**src/rtl/axi4_lite_slave_regfile.sv**
```systemverilog
// rtl/axi4_lite_slave_regfile.sv - AXI4-Lite slave register file with parallel register image
// Optional feature macro: AXI_REGFILE_WR_PULSE_EN (adds per-register write-commit pulse output)
module axi4_lite_slave_regfile #(
    parameter int          NUM_REGS  = 16,
    parameter logic [31:0] RESET_VAL = 32'h0
) (
    input  logic                     clk,
    input  logic                     rst,
    input  logic [31:0]              s_axi_awaddr,
    input  logic                     s_axi_awvalid,
    output logic                     s_axi_awready,
    input  logic [31:0]              s_axi_wdata,
    input  logic [3:0]               s_axi_wstrb,
    input  logic                     s_axi_wvalid,
    output logic                     s_axi_wready,
    output logic [1:0]               s_axi_bresp,
    output logic                     s_axi_bvalid,
    input  logic                     s_axi_bready,
    input  logic [31:0]              s_axi_araddr,
    input  logic                     s_axi_arvalid,
    output logic                     s_axi_arready,
    output logic [31:0]              s_axi_rdata,
    output logic [1:0]               s_axi_rresp,
    output logic                     s_axi_rvalid,
    input  logic                     s_axi_rready,
`ifdef AXI_REGFILE_WR_PULSE_EN
    output logic [32*NUM_REGS-1:0]   regs_out,
    output logic [NUM_REGS-1:0]      wr_pulse
`else
    output logic [32*NUM_REGS-1:0]   regs_out
`endif
);
    localparam int IDXW = $clog2(NUM_REGS);

    typedef enum logic [1:0] {WR_IDLE, WR_GOT_AW, WR_GOT_W, WR_RESP} wr_state_t;
    typedef enum logic {RD_IDLE, RD_RESP} rd_state_t;

    wr_state_t wr_state, wr_next;
    rd_state_t rd_state, rd_next;

    logic [31:0]     regs [NUM_REGS];
    logic [IDXW-1:0] aw_idx_q;
    logic            aw_ok_q;
    logic [31:0]     wdata_q;
    logic [3:0]      wstrb_q;

    logic aw_hs, w_hs, ar_hs;
    logic have_aw, have_w, commit;
    logic [IDXW-1:0] c_idx, ar_idx;
    logic            c_ok, ar_ok;
    logic [31:0]     c_data;
    logic [3:0]      c_strb;
    logic            unused_addr_lsbs;

    assign unused_addr_lsbs = ^{s_axi_awaddr[1:0], s_axi_araddr[1:0]};

    assign aw_hs = s_axi_awvalid & s_axi_awready;
    assign w_hs  = s_axi_wvalid & s_axi_wready;
    assign ar_hs = s_axi_arvalid & s_axi_arready;

    // Commit uses whichever of AW/W is arriving now, falling back to the latched copy.
    assign have_aw = aw_hs | (wr_state == WR_GOT_AW);
    assign have_w  = w_hs | (wr_state == WR_GOT_W);
    assign commit  = have_aw & have_w;
    assign c_idx   = aw_hs ? s_axi_awaddr[IDXW+1:2] : aw_idx_q;
    assign c_ok    = aw_hs ? (s_axi_awaddr[31:IDXW+2] == '0) : aw_ok_q;
    assign c_data  = w_hs ? s_axi_wdata : wdata_q;
    assign c_strb  = w_hs ? s_axi_wstrb : wstrb_q;
    assign ar_idx  = s_axi_araddr[IDXW+1:2];
    assign ar_ok   = (s_axi_araddr[31:IDXW+2] == '0);

    always_ff @(posedge clk) begin
        if (rst) begin
            wr_state <= WR_IDLE;
            rd_state <= RD_IDLE;
        end else begin
            wr_state <= wr_next;
            rd_state <= rd_next;
        end
    end

    always_comb begin
        wr_next = wr_state;
        case (wr_state)
            WR_IDLE: begin
                if (commit)     wr_next = WR_RESP;
                else if (aw_hs) wr_next = WR_GOT_AW;
                else if (w_hs)  wr_next = WR_GOT_W;
            end
            WR_GOT_AW: if (w_hs)         wr_next = WR_RESP;
            WR_GOT_W:  if (aw_hs)        wr_next = WR_RESP;
            WR_RESP:   if (s_axi_bready) wr_next = WR_IDLE;
            default:                     wr_next = WR_IDLE;
        endcase
        rd_next = rd_state;
        case (rd_state)
            RD_IDLE: if (ar_hs)        rd_next = RD_RESP;
            RD_RESP: if (s_axi_rready) rd_next = RD_IDLE;
            default:                   rd_next = RD_IDLE;
        endcase
    end

    always_comb begin
        s_axi_awready = (wr_state == WR_IDLE) || (wr_state == WR_GOT_W);
        s_axi_wready  = (wr_state == WR_IDLE) || (wr_state == WR_GOT_AW);
        s_axi_bvalid  = (wr_state == WR_RESP);
        s_axi_arready = (rd_state == RD_IDLE);
        s_axi_rvalid  = (rd_state == RD_RESP);
    end

    always_ff @(posedge clk) begin
        if (rst) begin
            aw_idx_q    <= '0;
            aw_ok_q     <= 1'b0;
            wdata_q     <= '0;
            wstrb_q     <= '0;
            s_axi_bresp <= 2'b00;
            for (int k = 0; k < NUM_REGS; k++) regs[k] <= RESET_VAL;
        end else begin
            if (aw_hs) begin
                aw_idx_q <= s_axi_awaddr[IDXW+1:2];
                aw_ok_q  <= (s_axi_awaddr[31:IDXW+2] == '0);
            end
            if (w_hs) begin
                wdata_q <= s_axi_wdata;
                wstrb_q <= s_axi_wstrb;
            end
            if (commit) begin
                s_axi_bresp <= c_ok ? 2'b00 : 2'b10;
                if (c_ok) begin
                    for (int b = 0; b < 4; b++)
                        if (c_strb[b]) regs[c_idx][8*b +: 8] <= c_data[8*b +: 8];
                end
            end
        end
    end

    // Read data is sampled from the pre-edge register image, so a same-edge write is not visible.
    always_ff @(posedge clk) begin
        if (rst) begin
            s_axi_rdata <= '0;
            s_axi_rresp <= 2'b00;
        end else if (ar_hs) begin
            s_axi_rdata <= ar_ok ? regs[ar_idx] : 32'h0;
            s_axi_rresp <= ar_ok ? 2'b00 : 2'b10;
        end else if (s_axi_rvalid && s_axi_rready) begin
            s_axi_rdata <= '0;
        end
    end

`ifdef AXI_REGFILE_WR_PULSE_EN
    always_ff @(posedge clk) begin
        if (rst)
            wr_pulse <= '0;
        else if (commit && c_ok)
            wr_pulse <= {{(NUM_REGS-1){1'b0}}, 1'b1} << c_idx;
        else
            wr_pulse <= '0;
    end
`endif

    for (genvar k = 0; k < NUM_REGS; k++) begin : g_regs_out
        assign regs_out[32*k +: 32] = regs[k];
    end
endmodule
```
**config.mk**
```make
export PLATFORM = sky130hd
export DESIGN_NAME = axi4_lite_slave_regfile
export DESIGN_NICKNAME = d
export VERILOG_FILES = /design/src/rtl/axi4_lite_slave_regfile.sv
export SDC_FILE = /design/constraint.sdc
export NUM_CORES = 1
export LEC_CHECK = 0
export CORE_MARGIN = 5
export CORE_UTILIZATION = 30
export CTS_CLUSTER_DIAMETER = 120
export DETAILED_ROUTE_END_ITERATION = 7
export HOLD_SLACK_MARGIN = 0.08
export SLEW_MARGIN = 20
export SYNTH_ARGS = -nofsm -noshare
export SYNTH_HDL_FRONTEND = slang
export SYNTH_SLANG_ARGS = --single-unit
```
**constraint.sdc**
```tcl
create_clock -name clk -period 6.9 [get_ports clk]
set_clock_uncertainty 0.2 [all_clocks]
set_input_delay 1.38 -clock clk [delete_from_list [all_inputs] [get_ports clk]]
set_output_delay 1.38 -clock clk [all_outputs]
set_load 0.02 [all_outputs]
```
==> results.py, run 1 <==
metrics = {
    "yosys": {
        "synth_ff_type": "edfxtp_1",
        "synthTopCellsByArea": "edfxtp_1 58%, mux2i_1 7.4%, nor2_1 7.1%",
        "synth_edf_count": 512,
        "async_flop_share": 0,
        "muxShareOfSynthArea": 0.1014,
        "yosys.area.top_type": "edfxtp_1",
        "synth_top_family_by_area": "simple AND/OR/NAND/NOR gates",
        "synth_compound_area_frac": 0.07939,
        "yosysTopAreaCellShare": 0.5769,
        "synthCells": 2262,
        "synth_commonest_cells": "512 x edfxtp_1, 507 x nor2_1, 198 x mux2i_1",
        "ys_seq_elements": 590,
        "synth-xor-area-share": 0,
        "ys.warnings.count": 0,
        "syn_area_um2": 26650,
        "synth_fa_ha_area_frac": 0.002348,
        "yosys.area_share.simple": 0.1458,
        "yosysMostFrequentCell": "edfxtp_1",
        "ys_types": 47,
        "syn_avg_cell_area_um2": 11.78,
        "ys_seq_area_frac": 0.6355,
    },
    "cells_and_area": {
        "fin_cells": 4062,
        "area_growth_pct": 37.26,
        "antenna_cells": 0,
        "finalInstanceArea_um2": 36580,
        "drive_gt1_frac": 0.09182,
        "fin_nets": 2952,
    },
    "setup_path": {
        "crit_path_cell_trace": "clkdlybuf4s50_1 -> nor4_1 -> nand4_1 -> o21ai_2 -> buf_4 -> nand2_2 -> o21bai_1",
        "crit_type": "in2reg",
        "crit_arrival_ns": 4.55,
        "critPathBufInv": 2,
        "crit_slowest_cell": "o21bai_1",
        "endpoint_kind": "flip-flop",
        "critPathMaxStageDelay_ns": 0.97,
        "worstSetupStartpointType": "primary input",
        "worst-path-max-fanout": 20,
        "cp_top_family": "compound AO/OA/AOI/OAI gates",
        "required_ns": 6.90,
    },
    "detailed_routing": {
        "postRouteAntennaNets": 0,
        "first_pass_iters": 5,
        "drc_errors": 0,
        "num_vias": 21460,
        "wl_per_cell_um": 28.90,
        "via_per_inst": 5.284,
        "drtIter0Drc": 2347,
        "wl_um": 117400,
    },
    "cts": {
        "cts_buffer_depth": 3,
        "ctsHoldBuffers": 0,
        "htree_levels": 3,
        "clock-sinks": 590,
        "clock_latency_ns": 0.61,
        "clockRootBuffer": "clkbuf_16",
        "numCtsBuffers": 69,
        "cts_setup_buffers": 0,
        "post_cts_resized": 0,
        "clkTransAtPathRegs_ns": 0.05,
        "cts_tree": "built",
    },
    "job": {
        "drv_cap": 0,
    },
    "timing": {
        "grt_setup_unrepaired": "false",
        "maxSlewHeadroom": 0.2597,
        "setup_viol": 0,
        "post-route-period-util": 0.6595,
        "setup_tns_ns": 0,
        "holdWs_ns": 0.2549,
        "fmax_mhz": 219.8,
        "finalHoldViolations": 0,
        "finalCriticalPeriod_ns": 4.550,
        "tightest_slew_ns": 1.108,
        "drv_slew": 0,
    },
    "floorplan": {
        "rows": 109,
        "core_area_um2": 88240,
        "dieHeight_um": 308.0,
        "ios": 660,
        "floorplan.initialDensity": 0.3020,
        "die_x_um": 308.0,
        "die-area_um2": 94890,
    },
    "grt": {
        "overflow": 0,
        "antenna_found_initial": 7,
        "track_usage": 0.2357,
        "grt_max_degree": 65,
        "grt_pass1_wl_um": 160400,
        "grt_pass1_vias": 20820,
    },
    "placed_design": {
        "routabilityCongestion": 0.8580,
        "numPortBuffers": 653,
        "dp.cells": 3934,
        "hpwl_um": 86760,
        "placed_area_um2": 34210,
    },
    "power_and_ir_drop": {
        "ir_worst_vdd_uv": 232.4,
        "power_density_nw_per_um2": 258.4,
        "leakage_nw": 12.65,
    },
    "min_path": {
        "hold_class": "reg2reg",
    },
    "outcome": {
        "outcome": "finished, final reports clean",
    },
}
cell type report:
| class | instances | area [µm²] |
|---|---|---|
| fillers | 8349 | 51660 |
| clock inverters | 37 | 459.2 |
| clock buffers | 91 | 1912 |
| inverters | 10 | 37.54 |
| repair buffers | 705 | 6953 |
| flip-flops and latches | 590 | 16940 |
| multi-input cells | 1464 | 8822 |
| well taps | 1165 | 1458 |
kinds of logic (layout without fill, tap and decap cells):
| logic type | after synthesis | in the layout |
|---|---|---|
| AND/OR/NAND/NOR | 899 | 899 |
| flip-flops | 590 | 590 |
| AO/OA/AOI/OAI | 328 | 328 |
| multiplexers | 230 | 230 |
| buffers and inverters | 209 | 843 |
| adder cells (fa/ha/maj) | 5 | 5 |
| other | 1 | 2 |
flip-flops by register name, indices dropped and copies added, names as in the netlist:
name	flops
aw_idx_q	4
aw_ok_q	1
regs	512
s_axi_bresp	1
s_axi_rdata	32
s_axi_rresp	1
s_axi_rvalid	1
wdata_q	32
wr_state	2
wstrb_q	4
tightest hold or removal path, delay by kind of cell, from the launching register on:
kind / cells / cell delay, ns
AOI/OAI and AO/OA: 1 / 0.05
DFF: 1 / 0.31
and+or+nand+nor: 1 / 0.05
cells in the final DEF, fill, tap and decap left out, types with 32 or more instances in the layout:
cell type / count
clkdlybuf4s50_1: 648
edfxtp_1: 512
nor2_1: 507
mux2i_1: 197
nand2_1: 153
a21oi_1: 104
nand3_1: 96
dfxtp_1: 78
clkbuf_16: 71
buf_4: 51
nor2_2: 47
o22ai_1: 46
nor4_1: 42
a21o_1: 36
o21ai_0: 35
a211oi_1: 33
mux4_2: 32
o221ai_1: 32
where the power goes:
part	internal, W	switching, W
clock network	0.00228	0.00156
logic	0.000515	0.000961
registers	0.00402	0.000117
total	0.00682	0.00264
metrics by stage:
stage,setup slack (ns),util,total power (W)
detailed placement,1.719,0.3877,0.005680
global placement,1.763,0.3873,0.005655
CTS,2.356,0.4145,0.009487
floorplan,3.433,-,0.004982
finish,2.350,0.4145,0.009451
global route,2.213,0.4145,0.009740
final timing paths:
path / endpoint / slack, ns / startpoint / cells past startpoint
worst max-delay path: regs[3][4] / 2.35 / s_axi_awaddr[20] / 7
worst max register to register: regs[3][4] / 2.83 / wr_state[0] / 8
worst min-delay path: wdata_q[23] / 0.25 / wdata_q[23] / 2
worst min register to register: wdata_q[23] / 0.25 / wdata_q[23] / 2
layer usage:
| layer | track usage | vias to the layer above | routed length (µm) |
|---|---|---|---|
| li1 | - | 9352 | - |
| met1 | 0.3111 | 10760 | 47280 |
| met2 | 0.3855 | 1150 | 55650 |
| met3 | 0.05747 | 196 | 10690 |
| met4 | 0.07366 | 8 | 3739 |
| met5 | 0 | - | 48 |
No activity file was read; power rests on OpenSTA's default activity.
==> run 2: changes to the inputs <==
clock period = 4.2 ns   (was 6.9 ns; I/O delays follow)
==> results.py, run 2 (same netlist as run 1, synthesis figures left out) <==
metrics = {
    "timing": {
        "fmax_mhz": 284.3,
        "drv_slew": 0,
        "tightest_slew_ns": 0.9828,
        "setup_viol": 0,
        "post-route-period-util": 0.8374,
        "maxSlewHeadroom": 0.3423,
        "setup_tns_ns": 0,
        "finalCriticalPeriod_ns": 3.517,
        "grt_setup_unrepaired": "false",
        "finalHoldViolations": 0,
        "holdWs_ns": 0.2560,
    },
    "cells_and_area": {
        "fillers": 8286,
        "layout.cells.most_common": "clkdlybuf4s50_1",
        "fin_nets": 3041,
        "most-common-layout-cells": "648 x clkdlybuf4s50_1, 512 x edfxtp_1, 507 x nor2_1",
        "largest_reg_flops": 512,
        "top_register": "regs",
        "largest_registers": "regs (512), s_axi_rdata (32), wdata_q (32)",
        "drive_gt1_frac": 0.1163,
        "antenna_cells": 0,
        "area_growth_pct": 39.64,
    },
    "cts": {
        "clock_latency_ns": 0.61,
        "post_cts_resized": 0,
        "clkTransAtPathRegs_ns": 0.06,
        "clockRootBuffer": "clkbuf_16",
        "ctsHoldBuffers": 0,
        "clock-sinks": 590,
        "cts_buffer_depth": 3,
        "cts_setup_buffers": 0,
        "htree_levels": 3,
        "cts_tree": "built",
        "numCtsBuffers": 68,
    },
    "power_and_ir_drop": {
        "swShare": 0.2806,
        "ir_worst_vdd_uv": 363.6,
        "p_switching_w": 0.004285,
        "power_density_nw_per_um2": 410.3,
        "pwr-share-clk": 0.390,
        "combPwrFrac": 0.165,
        "leakage_nw": 13.03,
        "internal_power_w": 0.01098,
        "pwr-share-seq": 0.445,
    },
    "grt": {
        "grt_pass1_vias": 21030,
        "track_usage": 0.2356,
        "grt_max_degree": 45,
        "overflow": 0,
        "antenna_found_initial": 3,
        "grt_pass1_wl_um": 160500,
    },
    "placed_design": {
        "routabilityCongestion": 0.8673,
        "hpwl_um": 88210,
        "numPortBuffers": 653,
    },
    "floorplan": {
        "core_area_um2": 88240,
        "ios": 660,
        "dieHeight_um": 308.0,
        "floorplan.initialDensity": 0.3020,
        "die-area_um2": 94890,
        "rows": 109,
        "die_x_um": 308.0,
    },
    "setup_path": {
        "r2r_start": "wr_state[1]",
        "crit_type": "reg2reg",
        "crit_path_cell_trace": "inv_1 -> ha_1 -> o21a_2 -> mux2i_1 -> nor2_2 -> inv_1 -> o21bai_1 -> buf_4",
        "required_ns": 4.30,
        "crit_path_frequent_cell": "inv_1",
        "startpoint": "wr_state[1]",
        "cp_top_family": "buffers and inverters",
        "worstSetupStartpointType": "flip-flop",
        "worst-path-max-fanout": 14,
        "crit_arrival_ns": 3.61,
        "endpoint_kind": "flip-flop",
        "crit_slowest_cell": "nor2_2",
        "critPathMaxStageDelay_ns": 0.57,
        "critPathBufInv": 3,
    },
    "detailed_routing": {
        "wirelength_met1_um": 46110,
        "via_per_inst": 5.249,
        "drtIter0Drc": 2463,
        "wl_per_cell_um": 28.38,
        "drc_errors": 0,
        "num_vias": 21780,
        "wl_met2_um": 56800,
        "route.met3.wl_um": 11860,
        "postRouteAntennaNets": 0,
        "wl_um": 117800,
        "top_layer": "met5",
        "first_pass_iters": 5,
    },
    "job": {
        "drv_cap": 0,
    },
    "min_path": {
        "hold_class": "reg2reg",
        "hp-start": "wdata_q[29]",
    },
    "outcome": {
        "outcome": "finished, final reports clean",
    },
}
[run 2: cell types whose count changed in the layout (fill, tap and decap cells not counted), sizes merged]
cell,previous run,this run
bufinv,8,5
clkinvlp,2,3
buf,57,147
inv,14,19
clkinv,23,21
clkbuf,91,87
[run 2: path summary, 6_finish.rpt]
kind	endpoint	slack, ns	cells after the start
worst min-delay path	wdata_q[29]	0.26	2
worst max register to register	regs[4][27]	0.68	8
worst min register to register	wdata_q[29]	0.26	2
worst max-delay path	regs[4][27]	0.68	8
[run 2: worst reg2reg max path, delay by kind of cell, from the launching register on]
kind,cells,cell delay [ns]
buffers and inverters,3,0.77
DFF,1,0.33
AOI/OAI and AO/OA,2,0.65
adders and majority gates,1,0.53
and+or+nand+nor,1,0.57
muxes,1,0.17
[run 2: power by group through the flow]
stage	logic (W)	clock network, W	registers (W)
6_report	0.00253	0.00595	0.00680
5_1_grt	0.00268	0.00626	0.00682
4_1_cts	0.00253	0.00604	0.00680
3_5_place_dp	0.00252	0	0.00692
3_3_place_gp	0.00251	0	0.00691
2_1_floorplan	0.00111	0	0.00707
[run 2: stage by stage]
| step | setup WS, ns | cell area, µm² | std cells | total power [W] | util |
|---|---|---|---|---|---|
| 2_1_floorplan | 1.273 | 26650 | 2263 | 0.008185 | - |
| 3_5_place_dp | 0.3808 | 35010 | 4024 | 0.009436 | 0.3968 |
| 5_1_grt | 0.4703 | 37210 | 4149 | 0.01576 | 0.4217 |
| 4_1_cts | 0.6427 | 37210 | 4149 | 0.01537 | 0.4217 |
| 3_3_place_gp | 0.4299 | 35010 | 4024 | 0.009425 | 0.3968 |
| 6_report | 0.6830 | 37210 | 4149 | 0.01527 | 0.4217 |
[run 2: routing by layer]
layer / global-route usage / vias to the layer above
met1: 0.3065 / 10880
met3: 0.06345 / 153
met2: 0.3948 / 1211
li1: - / 9534
met4: 0.05525 / 4
met5: 0 / -
[run 2: area by class of cell]
cell class              instances  area (µm²)  share of cell area
clock buffers                  87        1847             0.04963
inverters                      10       37.54            0.001009
flip-flops and latches        590       16940              0.4551
clock inverters                38       352.8            0.009482
multi-input cells            1464        8822              0.2371
repair buffers                795        7759              0.2085
well taps                    1165        1458             0.03917
